File: src/rtl/proc_pkg.sv
// Shared types and widths for the processor front end.
// The IF->ID buffer uses these for its FSM state and word/PC sizing.
package proc_pkg;

    localparam int WORD_W       = 16;
    localparam int PC_W         = 32;
    localparam int IMM_FLAG_BIT = 0;

    typedef enum logic {
        S_FIRST = 1'b0,
        S_IMM   = 1'b1
    } fd_state_t;

endpackage

File: src/rtl/pipe_reg_en.sv
// Pipeline register with synchronous clear, load enable and hold.
// Clear wins over enable; with neither asserted the value is held.
module pipe_reg_en #(
    parameter int N = 1
) (
    input  logic         clk,
    input  logic         clear,
    input  logic         en,
    input  logic [N-1:0] d,
    output logic [N-1:0] q
);

    always_ff @(posedge clk) begin
        if (clear) begin
            q <= '0;
        end else if (en) begin
            q <= d;
        end
    end

endmodule

File: src/rtl/fetch_decode_buffer.sv
// IF->ID stage: assembles one- or two-word instructions from the fetch stream
// and presents one complete instruction per valid cycle to decode.
module fetch_decode_buffer
    import proc_pkg::*;
(
    input  logic              clk,
    input  logic              reset,
    input  logic [WORD_W-1:0] in_word,
    input  logic [PC_W-1:0]   in_pc,
    input  logic              in_valid,
    input  logic              stall,
    input  logic              flush,
    output logic [WORD_W-1:0] out_instr,
    output logic [WORD_W-1:0] out_imm,
    output logic [PC_W-1:0]   out_pc,
    output logic              out_has_imm,
    output logic              out_valid,
    output logic              awaiting_imm
);

    fd_state_t         state;
    fd_state_t         state_next;
    logic              first_we;
    logic              imm_we;
    logic [WORD_W-1:0] imm_d;
    logic              valid_d;
    logic              has_imm_d;
    logic              data_hold;
    logic              is_two_word;
    logic [1:0]        flags_q;

    assign data_hold    = flush | stall;
    assign is_two_word  = in_word[IMM_FLAG_BIT];
    assign awaiting_imm = (state == S_IMM);

    always_ff @(posedge clk) begin
        if (reset || flush) begin
            state <= S_FIRST;
        end else if (!stall) begin
            state <= state_next;
        end
    end

    // Next state plus load decisions for the output registers; stall/flush gating is applied at the registers.
    always_comb begin
        state_next = state;
        first_we   = 1'b0;
        imm_we     = 1'b0;
        imm_d      = '0;
        valid_d    = 1'b0;
        has_imm_d  = out_has_imm;
        case (state)
            S_FIRST: begin
                if (in_valid) begin
                    first_we = 1'b1;
                    if (is_two_word) begin
                        state_next = S_IMM;
                    end else begin
                        imm_we    = 1'b1;
                        imm_d     = '0;
                        valid_d   = 1'b1;
                        has_imm_d = 1'b0;
                    end
                end
            end
            S_IMM: begin
                // The immediate word's flag bit is data, not a marker.
                if (in_valid) begin
                    imm_we     = 1'b1;
                    imm_d      = in_word;
                    valid_d    = 1'b1;
                    has_imm_d  = 1'b1;
                    state_next = S_FIRST;
                end
            end
            default: begin
                state_next = S_FIRST;
            end
        endcase
    end

    pipe_reg_en #(.N(WORD_W)) u_instr (
        .clk   (clk),
        .clear (reset),
        .en    (first_we & ~data_hold),
        .d     (in_word),
        .q     (out_instr)
    );

    pipe_reg_en #(.N(PC_W)) u_pc (
        .clk   (clk),
        .clear (reset),
        .en    (first_we & ~data_hold),
        .d     (in_pc),
        .q     (out_pc)
    );

    pipe_reg_en #(.N(WORD_W)) u_imm (
        .clk   (clk),
        .clear (reset),
        .en    (imm_we & ~data_hold),
        .d     (imm_d),
        .q     (out_imm)
    );

    // Flush only clears the flags; the data registers may keep stale values.
    pipe_reg_en #(.N(2)) u_flags (
        .clk   (clk),
        .clear (reset | flush),
        .en    (~stall),
        .d     ({has_imm_d, valid_d}),
        .q     (flags_q)
    );

    assign out_has_imm = flags_q[1];
    assign out_valid   = flags_q[0];

endmodule
File: config.mk
export PLATFORM = sky130hd
export DESIGN_NAME = fetch_decode_buffer
export DESIGN_NICKNAME = d
export VERILOG_FILES = /design/src/rtl/proc_pkg.sv /design/src/rtl/pipe_reg_en.sv /design/src/rtl/fetch_decode_buffer.sv
export SDC_FILE = /design/constraint.sdc
export NUM_CORES = 1
export LEC_CHECK = 0
export ABC_CLOCK_PERIOD_IN_PS = 2500
export CORE_AREA = 2 2 83 85
export CTS_BUF_LIST = sky130_fd_sc_hd__clkbuf_4 sky130_fd_sc_hd__clkbuf_8
export DETAILED_ROUTE_END_ITERATION = 10
export DIE_AREA = 0 0 85 87
export PLACE_DENSITY = 0.82
export SLEW_MARGIN = 10
export SYNTH_ARGS = -nofsm -noshare
export SYNTH_HDL_FRONTEND = slang
export SYNTH_SLANG_ARGS = --single-unit
File: constraint.sdc
create_clock -name clk -period 2.5 [get_ports clk]
set_input_delay 0.625 -clock clk [delete_from_list [all_inputs] [get_ports clk]]
set_output_delay 0.625 -clock clk [all_outputs]
set_load 0.01 [all_outputs]
# Word level (Yosys, flattened, before mapping)

Index checks and enable logic that the tools add are counted.

Bits in registers: 67
Input port bits: 53
Word-level logic and storage cells: 33

Bitwise logic cells: 7
Reductions and logical operators: 2
Muxes and demuxes: 15
Eq/ne operators: 3

Operators with widths:

| operator           | count |
|---|---|
| $pmux 16 s2        | 1 |
| $mux 16            | 1 |
| $mux 1             | 10 |
| $ne 2x2->1 const B | 3 |
| $pmux 1 s2         | 3 |
| $reduce_and 4->1   | 1 |
| $not 1->1          | 3 |
| $and 1x1->1        | 2 |
| $or 1x1->1         | 2 |
| $logic_or 1x1->1   | 1 |

# Logic depth before layout (Yosys ltp)

Depth in word-level cells: 4
Depth in mapped cells: 5
Depth with buffers taken out: 3

# By module

Synthesis repeated with hierarchy kept, for this count alone.

Cell total of the unflattened synthesis: 245
Area total of the unflattened synthesis: 2630.0 um^2

Modules (own cells, without submodules):

| module                   | cells an instance | area each (um^2) | instances | seq. area each (um^2) |
|---|---|---|---|---|
| pipe_reg_en at u_pc      | 103               | 1163.6           | 1         | 640.6 |
| pipe_reg_en at u_imm ... | 52                | 580.6            | 2         | 320.3 |
| fetch_decode_buffer      | 32                | 237.7            | 1         | 20.0 |
| pipe_reg_en at u_flags   | 6                 | 67.6             | 1         | 40.0 |

# Least setup slack after synthesis

No wires, ideal clock.

Kind: in2reg
From: input port stall
To: register u_instr.q[12]
Path buffers: 2
Arrival: 1.518 ns
Setup time: 0.132 ns
Path slack: 0.850 ns
Cell stages on the path: 5
Cell sequence: or4b_4 -> buf_6 -> buf_6 -> nand2_1 -> a21oi_1

Cells in the longest elaborated chain, start to end: 3

RTL lines:

| element              | RTL line                  | text |
|---|---|---|
| start, declared      | fetch_decode_buffer.sv:11 | `input logic stall,` |
| $or 1x1->1           | fetch_decode_buffer.sv:32 | `assign data_hold = flush \| stall;` |
| $not 1->1            | fetch_decode_buffer.sv:85 | `.en (first_we & ~data_hold),` |
| $and 1x1->1          | fetch_decode_buffer.sv:85 |  |
| end signal, assigned | pipe_reg_en.sv:15         | `q <= '0;` |
| end signal, assigned | pipe_reg_en.sv:17         | `q <= d;` |
| end, declared        | pipe_reg_en.sv:10         | `output logic [N-1:0] q` |

No other way between the ends.
A chain may end at the register's enable or synchronous reset.

# Worst setup path in the final report

From: register state (netlist: awaiting_imm)
To: output port awaiting_imm

RTL lines:

| element                | RTL line                  | text |
|---|---|---|
| start, declared        | fetch_decode_buffer.sv:21 | `fd_state_t state;` |
| start signal, assigned | fetch_decode_buffer.sv:40 | `state <= state_next;` |
| end, declared          | fetch_decode_buffer.sv:18 | `output logic awaiting_imm` |

No word-level cell between the ends.

==> results by group <==
Outcome
  – Status: finished, final reports clean

Routing
  – Drt pass-1 iters: 4
  – Post-DR wirelength/cell: roughly 13 um
  – Vias per cell: 4.74
  – # DRC: 0
  – Antenna-violating nets left: 0
  – Drt total wl: between 6000 and 7000 um
  – Vias: 2342
  – Initial DRC Count: 53

Clock tree
  – CTS clk-pin slew, worst paths: 0.07 ns
  – Clk Latency, worst-skew pair: 0.34 ns
  – CTS Buf Count: 9
  – H-tree depth: 3
  – CTS tree: built
  – Longest Clk Path Bufs: 2
  – # resized after CTS: 0
  – Clock sink total: 67
  – Setup bufs post-CTS: 0
  – Root Driver: clkbuf_8
  – Hold_buf cts: 0

Floorplan
  – Die Width: around 85 um
  – Initial Util: 0.380
  – Ports: 120
  – Height of the die: 87 um
  – FP Rows: 30
  – Core Box Area: 6570 sq um
  – Die area: ~7400 sq um

Timing
  – Tcrit/Tclk final: 0.822
  – Final setup fails: 0
  – Fin worst setup slack: 0.445 ns
  – Pins Over Slew Limit: 0
  – RSZ-0062 raised after global routing: false
  – Worst-Margin Slew: 0.638 ns
  – Clock skew: 0.0106 ns
  – FMAX: 487 MHz
  – Tmin final: 2.06 ns
  – Worst rel slew slack: 0.575
  – Post-route setup TNS: 0 ns
  – Fin. Hold Viols: 0

Worst setup path
  – Critical path class: reg -> out
  – WP data arrival: 1.43 ns
  – Delay of the slowest critical-path stage: 0.60 ns
  – CP Max Fanout: 7
  – Critical-path top delay cell: clkdlybuf4s50_1
  – Family with the most delay on the worst path: buffers and inverters
  – Total stage count of the critical path: 1
  – Cells along the critical path: clkdlybuf4s50_1
  – CP Buf/Inv Count: 1
  – CP endpoint kind: output pin
  – WP data required: 1.88 ns
  – CP startpoint kind: flip-flop
  – Reg2reg path depth: 3

Synth
  – Cell variety after synth: 18
  – Synth Area in Compound Gates: 0.103
  – Yosys warnings: 0
  – Seq cells post-synth: 67
  – Ranking of synthesized cells by area: dfxtp_1, nand2_1, a21oi_1, mux2i_1, nand2b_1
  – Synth Instances: 294
  – Post-synthesis mux area share: 0.0681
  – Synth Area in Adders: 0
  – Largest family of logic cells by synthesized area: simple AND/OR/NAND/NOR gates
  – Post-synthesis simple-gate area fraction: 0.245
  – Post-synthesis xor/xnor area fraction: 0
  – Cell Area, Synth: roughly 2500 sq um
  – Syn Nets: 347
  – Register area share after synthesis: 0.537
  – Synth area leader: dfxtp_1
  – Area share of the largest cell type after synthesis: 0.537
  – Synthesized area per cell: 8.49 sq um

Global route
  – Initial antenna violation count: 0
  – Largest net degree at the start of global routing: roughly 70
  – Gr ovfl total: 0
  – Gr usage total: 0.178
  – First-pass GRT wire length: 10400 um
  – Vias in the first global route: between 2000 and 2500

Cells and area
  – Diode count: 0
  – Area growth syn-to-layout: 57.9%
  – Area of the multi-input gates: 1050 sq um
  – Commonest non-fill, non-tap cell in the layout: clkdlybuf4s50_1
  – Nets: 464
  – Layout cells sized above 1: 0.0604
  – Fin util: 0.600
  – Most frequent cells in the layout: clkdlybuf4s50_1, nand2_1, dfxtp_1
  – Final Instance Area: 3940 sq um
  – Filler cell count: 569
  – Area occupied by registers: 1340 sq um

Power
  – Peak supply drop: 0.363 mV
  – Pwr Density: between 500 and 600 nW/um^2
  – Leak Pwr: 1.35 nW
  – Final Power: 2.27 mW

Hold path
  – Hold path cells: 2
  – Min-delay worst type: reg -> reg

Place
  – Dpl cell area: 3740 sq um
  – DP Worst Slack: approximately 0.17 ns
  – RePlAce Congestion: 0.710
  – Port bufs: 119
  – Detail Placement HPWL: 4250 um

Flow run
  – Number of max-cap violations: 0
==> Yosys cell counts, drive strengths merged <==
cell type	instances
a211oi	1
a21oi	48
and3b	1
buf	8
clkbuf	12
dfxtp	67
mux2i	17
nand2	114
nand2b	17
nor2b	2
nor3	2
nor3b	1
nor4b	1
o21ai	2
or4b	1
==> logic make-up (layout without fill, tap and decap cells) <==
kind of cell    Yosys count  in the layout
simple gates            139            139
buf+inv                  20            140
flops                    67             67
compound gates           51             51
mux                      17             17
==> stage by stage <==
step | hold slack, ns | cells
floorplan | 0.481 | 294
global placement | 0.441 | 480
detailed placement | 0.446 | 480
CTS | 0.455 | 494
global route | 0.473 | 494
finish | 0.453 | 494
==> metal layers <==
| layer | vias to the layer above | GRT usage | wire (um) |
|---|---|---|---|
| li1 | 1179 | - | - |
| met1 | 1073 | 0.208 | 2800 |
| met2 | 81 | 0.294 | 3060 |
| met3 | 9 | 0.0673 | 533 |
| met4 | 0 | 0.0736 | 95 |
| met5 | - | 0 | 0 |
==> registers in the layout (all words and copies together) (netlist names) <==
name / cells
u_instr.q: 16
u_pc.q: 32
awaiting_imm: 1
u_imm.q: 16
u_flags.q: 2
==> path summary, 6_finish.rpt <==
| check | start | end | slack, ns |
|---|---|---|---|
| worst max-delay path | awaiting_imm | awaiting_imm | 0.44 |
| worst max register to register | awaiting_imm | u_pc.q[2] | 0.87 |
| worst min-delay path | u_pc.q[13] | u_pc.q[13] | 0.45 |
| worst min register to register | u_pc.q[13] | u_pc.q[13] | 0.45 |
==> power by group <==
part           leakage (nW)  switching [mW]  internal [mW]
registers             0.543          0.0134           1.09
logic                 0.705           0.101          0.147
clock network         0.104           0.383          0.530
total                  1.35           0.497           1.77
==> cell type report <==
| type | count | area share |
|---|---|---|
| well taps | 80 | 0.0254 |
| flip-flops and latches | 67 | 0.340 |
| clock inverters | 2 | 0.00889 |
| clock buffers | 12 | 0.0419 |
| multi-input cells | 207 | 0.266 |
| repair buffers | 126 | 0.317 |
(Power assumes the default switching activity.)
